==> config.mk <==
export PLATFORM = sky130hd
export DESIGN_NAME = spi_bus_arbiter
export DESIGN_NICKNAME = d
export VERILOG_FILES = /design/src/rtl/spi_arb_pkg.sv /design/src/rtl/rr_picker.sv /design/src/rtl/spi_bus_arbiter.sv
export SDC_FILE = /design/constraint.sdc
export NUM_CORES = 1
export LEC_CHECK = 0
export CAP_MARGIN = 15
export CORE_MARGIN = 8
export CORE_UTILIZATION = 30
export CTS_CLUSTER_DIAMETER = 200
export DETAILED_ROUTE_END_ITERATION = 8
export PLACE_DENSITY = 0.61
export RECOVER_POWER = 50
export REMOVE_ABC_BUFFERS = 1
export SKIP_CTS_REPAIR_TIMING = 1
export SLEW_MARGIN = 10
export SYNTH_ARGS = -nofsm -noshare
export SYNTH_HDL_FRONTEND = slang
export SYNTH_HIERARCHICAL = 1
export SYNTH_SLANG_ARGS = --single-unit
==> constraint.sdc <==
create_clock -name clk -period 2.85 [get_ports clk]
set_input_delay 0.4275 -clock clk [delete_from_list [all_inputs] [get_ports clk]]
set_output_delay 0.4275 -clock clk [all_outputs]
set_load 0.05 [all_outputs]
==> src/rtl/spi_arb_pkg.sv <==
// spi_arb_pkg: shared types and constants for the SPI bus arbiter and its requesters
package spi_arb_pkg;
  typedef enum logic [1:0] {IDLE, LAUNCH, WAIT, GAP} arb_state_t;
  localparam int CMD_W = 16;
  localparam int GAP_CYC_DEF = 4;
  localparam int TO_CYC_DEF = 4096;
  localparam logic [15:0] IMU_WHO_AM_I = 16'h8F00;
  localparam logic [15:0] IMU_INIT = 16'h0D02;
  localparam logic [15:0] IMU_YAW_RD = 16'hA400;
  localparam logic [15:0] A2D_BATT = 16'h2800;
endpackage

==> src/rtl/rr_picker.sv <==
// rr_picker: combinational round-robin scan starting just after the last owner
module rr_picker #(
  parameter int N = 2,
  localparam int IW = $clog2(N)
) (
  input  logic [N-1:0]  req,
  input  logic [IW-1:0] last,
  output logic [IW-1:0] win,
  output logic          valid
);
  logic [IW-1:0] idx;
  always_comb begin
    win = last;
    idx = '0;
    for (int k = N; k >= 1; k--) begin
      idx = IW'((int'(last) + k) % N);
      if (req[idx]) win = idx;
    end
  end
  assign valid = |req;
endmodule

==> src/rtl/spi_bus_arbiter.sv <==
// spi_bus_arbiter: round-robin sequencer sharing one SPI master between requesters,
// with an enforced idle gap and a watchdog that aborts stuck transactions.
module spi_bus_arbiter #(
  parameter int NUM_REQ = 2,
  parameter int CMD_W = spi_arb_pkg::CMD_W,
  parameter int GAP_CYC = spi_arb_pkg::GAP_CYC_DEF,
  parameter int TO_CYC = spi_arb_pkg::TO_CYC_DEF
) (
  input  logic                     clk,
  input  logic                     rst,
  input  logic [NUM_REQ-1:0]       req,
  input  logic [NUM_REQ*CMD_W-1:0] cmd_in,
  output logic [NUM_REQ-1:0]       gnt,
  output logic [NUM_REQ-1:0]       rdy,
  output logic [CMD_W-1:0]         resp_out,
  output logic                     err,
  output logic                     busy,
  output logic                     spi_snd,
  output logic [CMD_W-1:0]         spi_cmd,
  input  logic                     spi_done,
  input  logic [CMD_W-1:0]         spi_resp
);
  import spi_arb_pkg::*;
  localparam int IW = $clog2(NUM_REQ);
  localparam int GW = GAP_CYC > 0 ? $clog2(GAP_CYC + 1) : 1;
  localparam int WW = $clog2(TO_CYC + 1);
  arb_state_t state, state_n;
  logic [IW-1:0] owner, last_owner, win;
  logic any_req, done_prev, done_edge, wd_exp, finish;
  logic [GW-1:0] gap;
  logic [WW-1:0] wd;
  rr_picker #(.N(NUM_REQ)) u_pick (
    .req  (req),
    .last (last_owner),
    .win  (win),
    .valid(any_req)
  );
  assign done_edge = spi_done & ~done_prev;
  assign wd_exp = wd == WW'(TO_CYC - 1);
  assign finish = done_edge | wd_exp;
  always_comb begin
    state_n = state;
    unique case (state)
      IDLE:    state_n = any_req ? LAUNCH : IDLE;
      LAUNCH:  state_n = WAIT;
      WAIT:    state_n = finish ? GAP : WAIT;
      GAP:     state_n = gap == '0 ? IDLE : GAP;
      default: state_n = IDLE;
    endcase
  end
  always_ff @(posedge clk or posedge rst) begin
    if (rst) state <= IDLE;
    else state <= state_n;
  end
  always_ff @(posedge clk or posedge rst) begin
    if (rst) begin
      gnt <= '0;
      rdy <= '0;
      err <= 1'b0;
      busy <= 1'b0;
      spi_snd <= 1'b0;
      spi_cmd <= '0;
      resp_out <= '0;
      owner <= '0;
      last_owner <= IW'(NUM_REQ - 1);
      gap <= '0;
      wd <= '0;
      done_prev <= 1'b0;
    end else begin
      done_prev <= spi_done;
      rdy <= '0;
      err <= 1'b0;
      spi_snd <= 1'b0;
      busy <= state_n != IDLE;
      if (state == IDLE && any_req) begin
        owner <= win;
        gnt <= NUM_REQ'(1) << win;
        spi_cmd <= cmd_in[win*CMD_W +: CMD_W];
      end
      if (state == LAUNCH) begin
        spi_snd <= 1'b1;
        wd <= '0;
      end
      // a done edge on the expiry cycle still counts as a normal completion
      if (state == WAIT) begin
        wd <= wd + 1'b1;
        if (finish) begin
          resp_out <= done_edge ? spi_resp : '0;
          err <= ~done_edge;
          rdy <= NUM_REQ'(1) << owner;
          last_owner <= owner;
          gnt <= '0;
          gap <= GW'(GAP_CYC);
        end
      end
      if (state == GAP && gap != '0) gap <= gap - 1'b1;
    end
  end
endmodule

==> summary.txt, run 1 <==
Outcome
  – Status: finished clean

Route
  – Number of DRC violations after detailed-routing iteration 0: 70
  – Antenna-violating nets left: 0
  – Drt first pass iters: 4
  – Vias: 2118
  – Drt wl/cell: 14.4 µm
  – WL final: 6470 µm
  – DRC viols: 0
  – Vias/cell: 4.72

STA
  – Fmax: 0.451 GHz
  – Slew Viols, Final: 0
  – Worst-margin pin slew: 1.27 ns
  – Crit path time final: 2.22 ns
  – Clk_skew: 0.0103 ns
  – Final Hold Fails: 0
  – Final setup fails: 0
  – RSZ-0062 raised after global routing: no
  – Setup_tns: 0 ns
  – Final worst path period share: 0.777
  – Slew Limit Headroom: 0.152

Layout
  – Design area: 3910 µm²
  – Most common cell after layout, fill and taps aside: clkdlybuf4s50_1
  – Commonest cells after routing, fill and taps aside: clkdlybuf4s50_1, dfrtp_1, o21ai_0
  – # diodes: 0
  – Area Overhead vs Synth: 46.0%
  – Layout Cells excl Fill: 449
  – Fin nets: 397
  – Proportion of layout cells with a drive suffix above 1: 0.0733

Clock tree
  – CTS root buffer: clkbuf_8
  – CTS H-Tree Depth: 3
  – Max clock buf depth: 2
  – Sink Count: 60
  – CTS tree: yes
  – Worst-Skew Late Latency: 0.33 ns
  – Worst-path clk slew: 0.06 ns
  – CTS buffer count: 9

Logic synthesis
  – Syn Area/Cell: 11.0 µm²
  – Post-synthesis cell count: 243
  – Area share of the largest cell type after synthesis: 0.551
  – Synth Warn #: 6
  – Synth top area cells: dfrtp_1, mux2i_1, a22o_1, o21ai_0, nand2_1
  – Synth cell types: 37
  – Mapped cell area: 2680 µm²
  – Yosys reg bits: 60
  – Synth area leader: dfrtp_1
  – Register area share after synthesis: 0.560

GRT
  – Pin count of the biggest net entering global routing: 37
  – Global Route Usage Sum: 0.109
  – First-pass GRT wire length: 10900 µm
  – Initial antenna violation count: 0
  – Vias in the first global route: 2144
  – GRT overflow: 0

Power and ir drop
  – Leakage: 1.77 nW
  – Pwr dens: 1150 nW/µm²
  – Peak VDD IR: 0.288 mV

Die
  – Core area: 8680 µm²
  – I/O Pins: 92
  – Die W: 111 µm
  – Initial Util: 0.309
  – Total die area: 12200 µm²
  – Die height: 111 µm
  – Site Rows: 34

Flow run
  – Number of max-cap violations: 0

Placement
  – Final GP Congestion: 0.784
  – Dpl cells: 433
  – HPWL after DPL: 4860 µm
  – DP Area: 3700 µm²
  – Port Buf Inserts: 91

Worst setup path
  – WS Path Type: reg2reg
  – CP Max Fanout: 18
  – Worst setup EP type: flip-flop
  – Critical path arrival: 2.41 ns
  – Critical path launch point type: flip-flop
  – Required time worst endpoint: 3.04 ns

Hold path
  – Hold Path Class: reg2reg
-- critical path, cell delays in order (launching register included) --
cell,delay [ns]
dfstp_1,0.57
nor2_1,0.07
a21oi_2,0.09
clkbuf_1,0.94
mux2i_1,0.30
o21ai_0,0.11
-- kinds of logic after synthesis --
logic type	share of synthesized area
buf+inv	0.0397
compound gates	0.153
fa+ha+maj	0.0373
simple gates	0.130
xor+xnor	0.00653
flops	0.560
mux	0.0728
-- power by group --
part	switching (mW)	internal, mW
Combinational	1.49	0.813
Sequential	0.178	1.16
Clock	0.327	0.541
Total	2.00	2.51
-- synth_stat cells --
| cell | number |
|---|---|
| a21o_1 | 1 |
| a21oi_1 | 9 |
| a22o_1 | 17 |
| a22oi_2 | 1 |
| a31oi_1 | 2 |
| a41oi_1 | 1 |
| and2_1 | 4 |
| and2_4 | 1 |
| and2b_1 | 1 |
| and3_1 | 2 |
| and4_1 | 1 |
| and4_4 | 2 |
| buf_2 | 4 |
| buf_4 | 1 |
| buf_6 | 2 |
| clkbuf_1 | 5 |
| dfrtp_1 | 59 |
| dfstp_2 | 1 |
| ha_1 | 8 |
| inv_1 | 10 |
| mux2_4 | 1 |
| mux2i_1 | 18 |
| nand2_1 | 28 |
| nand3_1 | 5 |
| nand4_1 | 4 |
| nand4_4 | 1 |
| nor2_1 | 12 |
| nor2b_1 | 1 |
| nor3_1 | 1 |
| o21ai_0 | 29 |
| o22ai_1 | 1 |
| o2bb2ai_1 | 1 |
| o31ai_1 | 2 |
| or2_1 | 1 |
| or2_2 | 1 |
| or3_1 | 3 |
| xor2_1 | 2 |
-- final timing paths --
kind / startpoint / to / slack (ns) / cells past startpoint
min: spi_cmd[11] / spi_cmd[11] / 0.48 / 2
max: last_owner / spi_cmd[10] / 0.63 / 5
max reg2reg: last_owner / spi_cmd[10] / 0.63 / 5
max in group asynchronous: rst / last_owner / 1.26 / 3
min in group asynchronous: rst / wd[9] / 0.80 / 2
min reg2reg: spi_cmd[11] / spi_cmd[11] / 0.48 / 2
-- stage by stage --
stage          hold slack [ns]  worst slack [ns]  total power [mW]   util
6_report                 0.478             0.634              4.51  0.451
3_3_place_gp             0.464             0.966              3.66  0.426
2_1_floorplan            0.438             0.577              2.88      -
5_1_grt                  0.496             0.436              4.79  0.451
4_1_cts                  0.486             0.876              4.58  0.453
3_5_place_dp             0.470             0.892              3.69  0.426
-- state kept, by name, indices dropped and copies added, names as in the netlist, 2 cells and up --
signal	cells
gap	3
gnt	2
rdy	2
resp_out	16
spi_cmd	16
state	2
wd	13
-- routing by layer --
metal,track usage,up-vias,part of all wire
li1,-,1047,-
met1,0.127,1017,0.45
met2,0.176,48,0.49
met3,0.0330,6,0.050
met4,0.0541,0,0.010
met5,0,-,0
-- cell type report --
| cell class | count | area, µm² |
|---|---|---|
| Fill cell | 823 | 4760 |
| Sequential cell | 60 | 1500 |
| Multi-Input combinational cell | 161 | 1060 |
| Timing Repair Buffer | 94 | 942 |
| Clock buffer | 11 | 151 |
| Tap cell | 108 | 135 |
| Clock inverter | 5 | 83.8 |
| Inverter | 10 | 37.5 |
(Power assumes the default switching activity.)
==> run 2, diff against run 1 <==
--- a/config.mk
+++ b/config.mk
@@ -10,7 +10,7 @@
 export CORE_UTILIZATION = 30
 export CTS_CLUSTER_DIAMETER = 200
 export DETAILED_ROUTE_END_ITERATION = 8
-export PLACE_DENSITY = 0.61
+export PLACE_DENSITY = 0.63
 export RECOVER_POWER = 50
 export REMOVE_ABC_BUFFERS = 1
 export SKIP_CTS_REPAIR_TIMING = 1
==> constraint.sdc (replaced) <==
create_clock -name clk -period 1.8 [get_ports clk]
set_input_delay 0.27 -clock clk [delete_from_list [all_inputs] [get_ports clk]]
set_output_delay 0.27 -clock clk [all_outputs]
set_load 0.05 [all_outputs]
==> run 2 against run 1 <==
  * Non-clock buffer count is 8 higher
  * Utilization is 0.29 points higher
  * Flip-flop and latch count stayed put
  * Via count is 0.61% lower
  * Sequential share of layout area is 0.24 points lower
  * Sequential power is 57% higher
  * Power is 58% higher
  * Worst hold slack hardly changed
  * Largest cell class unchanged
==> summary.txt, run 2 (same netlist as run 1, synthesis figures left out) <==
Clock tree
  – CTS H-Tree Depth: 3
  – CTS root buffer: clkbuf_8
  – CTS buffer count: 9
  – Worst-path clk slew: 0.07 ns
  – CTS tree: yes
  – Max clock buf depth: 2
  – Worst-Skew Late Latency: 0.33 ns
  – Sink Count: 60

Layout
  – Design area: 3940 µm²
  – # diodes: 0
  – Top flop regs: resp_out (16), spi_cmd (16), wd (13)
  – Most common cell after layout, fill and taps aside: clkdlybuf4s50_1
  – Fillers: 829
  – Post-layout util: 0.454
  – Fin nets: 405
  – Area Overhead vs Synth: 46.9%
  – Proportion of layout cells with a drive suffix above 1: 0.115
  – Commonest cells after routing, fill and taps aside: clkdlybuf4s50_1, dfrtp_1, o21ai_0
  – Layout Cells excl Fill: 457

Worst setup path
  – Crit-path leading delay family: buffers and inverters
  – Critical path launch point type: flip-flop
  – Worst-path cell chain: clkdlybuf4s50_1
  – Worst setup EP type: output pin
  – Required time worst endpoint: 1.53 ns
  – CP Max Fanout: 2
  – Bufs and invs on worst path: 1
  – Critical path arrival: 1.48 ns
  – CP max stage delay: 0.80 ns
  – WS Path Type: reg2out
  – Slowest-stage cell, CP: clkdlybuf4s50_1

Placement
  – HPWL after DPL: 4920 µm
  – Pre-CTS setup slack: 0.0383 ns
  – Port Buf Inserts: 91
  – Final GP Congestion: 0.784
  – DP Area: 3720 µm²
  – Dpl cells: 440

Power and ir drop
  – Net Sw Power: 3.16 mW
  – Logic pwr share: 0.509
  – Leakage: 1.95 nW
  – Internal: 3.95 mW
  – Switching Share: 0.444
  – Clock power frac: 0.195
  – Peak VDD IR: 0.526 mV
  – Pwr dens: 1800 nW/µm²
  – Sequential Power Share: 0.296

STA
  – RSZ-0062 raised after global routing: no
  – Final WS setup: 0.0477 ns
  – Final Hold Fails: 0
  – Slew Limit Headroom: 0.460
  – Hold Slack: 0.478 ns
  – Final worst path period share: 0.974
  – Fmax: 0.571 GHz
  – Slew Viols, Final: 0
  – Clk_skew: 0.00812 ns
  – Worst-margin pin slew: 0.811 ns
  – Crit path time final: 1.75 ns
  – Final setup fails: 0

GRT
  – GRT overflow: 0
  – Vias in the first global route: 2191
  – Pin count of the biggest net entering global routing: 61
  – Global Route Usage Sum: 0.107
  – Initial antenna violation count: 0
  – First-pass GRT wire length: 10900 µm

Die
  – Die W: 111 µm
  – Die height: 111 µm
  – Total die area: 12200 µm²
  – I/O Pins: 92
  – Initial Util: 0.309
  – Site Rows: 34
  – Core area: 8680 µm²

Route
  – Drt wl/cell: 14.2 µm
  – Vias: 2105
  – Number of DRC violations after detailed-routing iteration 0: 69
  – Vias/cell: 4.61
  – WL final: 6490 µm
  – Drt first pass iters: 4
  – Antenna-violating nets left: 0
  – DRC viols: 0

Flow run
  – Number of max-cap violations: 0

Outcome
  – Status: finished clean

Hold path
  – Hold Path Class: reg2reg
[run 2: cell count changes in the layout (fill, tap and decap cells not counted), sizes merged]
cell	previous run	this run
buf	2	13
clkbuf	12	26
dlymetal6s2s	0	12
inv	10	9
clkdlybuf4s50	89	61
clkinvlp	2	0
clkinv	1	3
[run 2: layout make-up]
cell class	count	area [µm²]	area share
Clock inverter	4	70.1	0.0178
Sequential cell	60	1500	0.382
Clock buffer	12	165	0.0419
Multi-Input combinational cell	161	1080	0.274
Tap cell	108	135	0.0343
Inverter	10	37.5	0.00953
Timing Repair Buffer	102	947	0.240
[run 2: layer usage]
metal | part of all wire | global-route usage | vias to the layer above
met5 | 0 | 0 | -
met4 | 0.0097 | 0.0351 | 0
met3 | 0.047 | 0.0357 | 8
met2 | 0.49 | 0.176 | 51
met1 | 0.45 | 0.129 | 978
li1 | - | - | 1068
[run 2: final timing paths]
path                                end  slack, ns    startpoint  depth (start not counted)
max                        resp_out[10]       0.05  resp_out[10]                          1
min reg2reg                 spi_cmd[11]       0.48   spi_cmd[11]                          2
max reg2reg                  last_owner       0.13      state[0]                          6
max in group asynchronous          busy       0.63           rst                          3
min in group asynchronous         wd[7]       0.65           rst                          3
min                         spi_cmd[11]       0.48   spi_cmd[11]                          2
[run 2: through the flow]
stage	TNS, ns	total power, mW
floorplan	-8.64	4.56
global placement	0	5.87
detailed placement	0	5.93
CTS	-0.0187	7.33
global route	0	7.54
finish	0	7.11
[run 2: power by group through the flow]
| stage | sequential, mW | clock (mW) | combinational [mW] |
|---|---|---|---|
| 2_1_floorplan | 3.43 | 0 | 1.13 |
| 3_3_place_gp | 2.14 | 0 | 3.74 |
| 3_5_place_dp | 2.14 | 0 | 3.79 |
| 4_1_cts | 2.12 | 1.42 | 3.79 |
| 5_1_grt | 2.18 | 1.47 | 3.90 |
| 6_report | 2.11 | 1.39 | 3.61 |
==> run 3, diff against run 2 <==
==> constraint.sdc (replaced) <==
create_clock -name clk -period 1.6 [get_ports clk]
set_input_delay 0.24 -clock clk [delete_from_list [all_inputs] [get_ports clk]]
set_output_delay 0.24 -clock clk [all_outputs]
set_load 0.05 [all_outputs]
==> run 3 against run 2 <==
  * Count of clock-buffer cells in the layout down 3
  * Sequential power up 13%
  * Via count rose by 6.3%
  * Final area grew 2.8%
  * Combinational power rose by 22%
==> summary.txt, run 3 (same netlist as run 1, synthesis figures left out) <==
Die
  – I/O Pins: 92
  – Site Rows: 34
  – Die W: 111 µm
  – Total die area: 12200 µm²
  – Core area: 8680 µm²
  – Die height: 111 µm
  – Initial Util: 0.309

STA
  – Slew Viols, Final: 0
  – RSZ-0062 raised after global routing: yes
  – Setup_tns: 0 ns
  – Final Hold Fails: 0
  – Final worst path period share: 0.976
  – Slew Limit Headroom: 0.584
  – Worst-margin pin slew: 0.623 ns
  – Fmax: 0.641 GHz
  – Hold Slack: 0.424 ns
  – Final WS setup: 0.0391 ns
  – Crit path time final: 1.56 ns
  – Clk_skew: 0.00839 ns
  – Final setup fails: 0

GRT
  – Global Route Usage Sum: 0.112
  – GRT overflow: 0
  – Initial antenna violation count: 0
  – First-pass GRT wire length: 11400 µm
  – Pin count of the biggest net entering global routing: 26
  – Vias in the first global route: 2321

Flow run
  – Number of max-cap violations: 0

Clock tree
  – Sink Count: 60
  – CTS buffer count: 9
  – CTS root buffer: clkbuf_8
  – Worst-path clk slew: 0.07 ns
  – CTS tree: yes
  – CTS H-Tree Depth: 3
  – Worst-Skew Late Latency: 0.33 ns
  – Max clock buf depth: 2

Outcome
  – Status: finished clean

Route
  – Drt wl/cell: 14.9 µm
  – Vias: 2237
  – Number of DRC violations after detailed-routing iteration 0: 107
  – Drt first pass iters: 4
  – Vias/cell: 4.74
  – Antenna-violating nets left: 0
  – DRC viols: 0
  – WL final: 7020 µm

Power and ir drop
  – Net Sw Power: 3.74 mW
  – Switching Share: 0.451
  – Logic pwr share: 0.530
  – Peak VDD IR: 0.694 mV
  – Leakage: 1.95 nW
  – Sequential Power Share: 0.288
  – Pwr dens: 2050 nW/µm²
  – Clock power frac: 0.182
  – Internal: 4.56 mW

Layout
  – Proportion of layout cells with a drive suffix above 1: 0.269
  – Design area: 4050 µm²
  – Fillers: 815
  – Post-layout util: 0.467
  – Area Overhead vs Synth: 51.0%
  – Fin nets: 420
  – # diodes: 0
  – Top flop regs: resp_out (16), spi_cmd (16), wd (13)
  – Commonest cells after routing, fill and taps aside: dfrtp_1, buf_4, clkdlybuf4s50_1

Worst setup path
  – CP Max Fanout: 5
  – Slowest-stage cell, CP: dfrtp_1
  – WS Path Type: reg2reg
  – Bufs and invs on worst path: 1
  – Worst-path cell chain: inv_2, ha_2, and2b_2, nand4_4, and2_4, mux2_4
  – Crit-path leading delay family: simple AND/OR/NAND/NOR gates
  – Worst setup EP type: flip-flop
  – CP max stage delay: 0.39 ns
  – Critical path launch point type: flip-flop
  – Critical path arrival: 1.81 ns
  – Required time worst endpoint: 1.85 ns

Placement
  – DP Area: 3760 µm²
  – Port Buf Inserts: 91
  – Final GP Congestion: 0.749
  – Pre-CTS setup slack: -0.185 ns
  – HPWL after DPL: 5260 µm

Hold path
  – Hold Path Class: in2async
run 3: final timing paths:
kind                                  from     endpoint  slack [ns]  depth (start not counted)
worst max register to register    state[0]   last_owner        0.04                          6
worst min register to register  spi_cmd[7]   spi_cmd[7]        0.49                          2
min in group clk                spi_cmd[7]   spi_cmd[7]        0.49                          2
worst max-delay path              state[0]   last_owner        0.04                          6
worst min-delay path                   rst  spi_cmd[10]        0.42                          2
max in group asynchronous              rst       wd[10]        0.34                          3
run 3: layer usage:
metal / wire length, µm / share of wire / GRT usage
met5: 0 / 0 / 0
met2: 3540 / 0.50 / 0.189
met3: 270 / 0.038 / 0.0308
met4: 55 / 0.0078 / 0.0378
met1: 3150 / 0.45 / 0.133
run 3: stage by stage:
stage	cells	power, mW
floorplan	231	5.14
global placement	451	6.62
detailed placement	451	6.72
CTS	467	8.27
global route	472	8.80
finish	472	8.29
run 3: power groups by stage:
| stage | clock (mW) | combinational [mW] | sequential, mW |
|---|---|---|---|
| 2_1_floorplan | 0 | 1.27 | 3.86 |
| 3_3_place_gp | 0 | 4.23 | 2.40 |
| 3_5_place_dp | 0 | 4.32 | 2.40 |
| 4_1_cts | 1.56 | 4.33 | 2.38 |
| 5_1_grt | 1.64 | 4.72 | 2.45 |
| 6_report | 1.51 | 4.39 | 2.39 |
run 3: area by class of cell:
type,instances,area [µm²],share of cell area
Clock inverter,7,100,0.0247
Tap cell,108,135,0.0334
Clock buffer,9,124,0.0306
Timing Repair Buffer,115,1020,0.252
Inverter,10,37.5,0.00927
Sequential cell,60,1500,0.371
Multi-Input combinational cell,163,1130,0.279
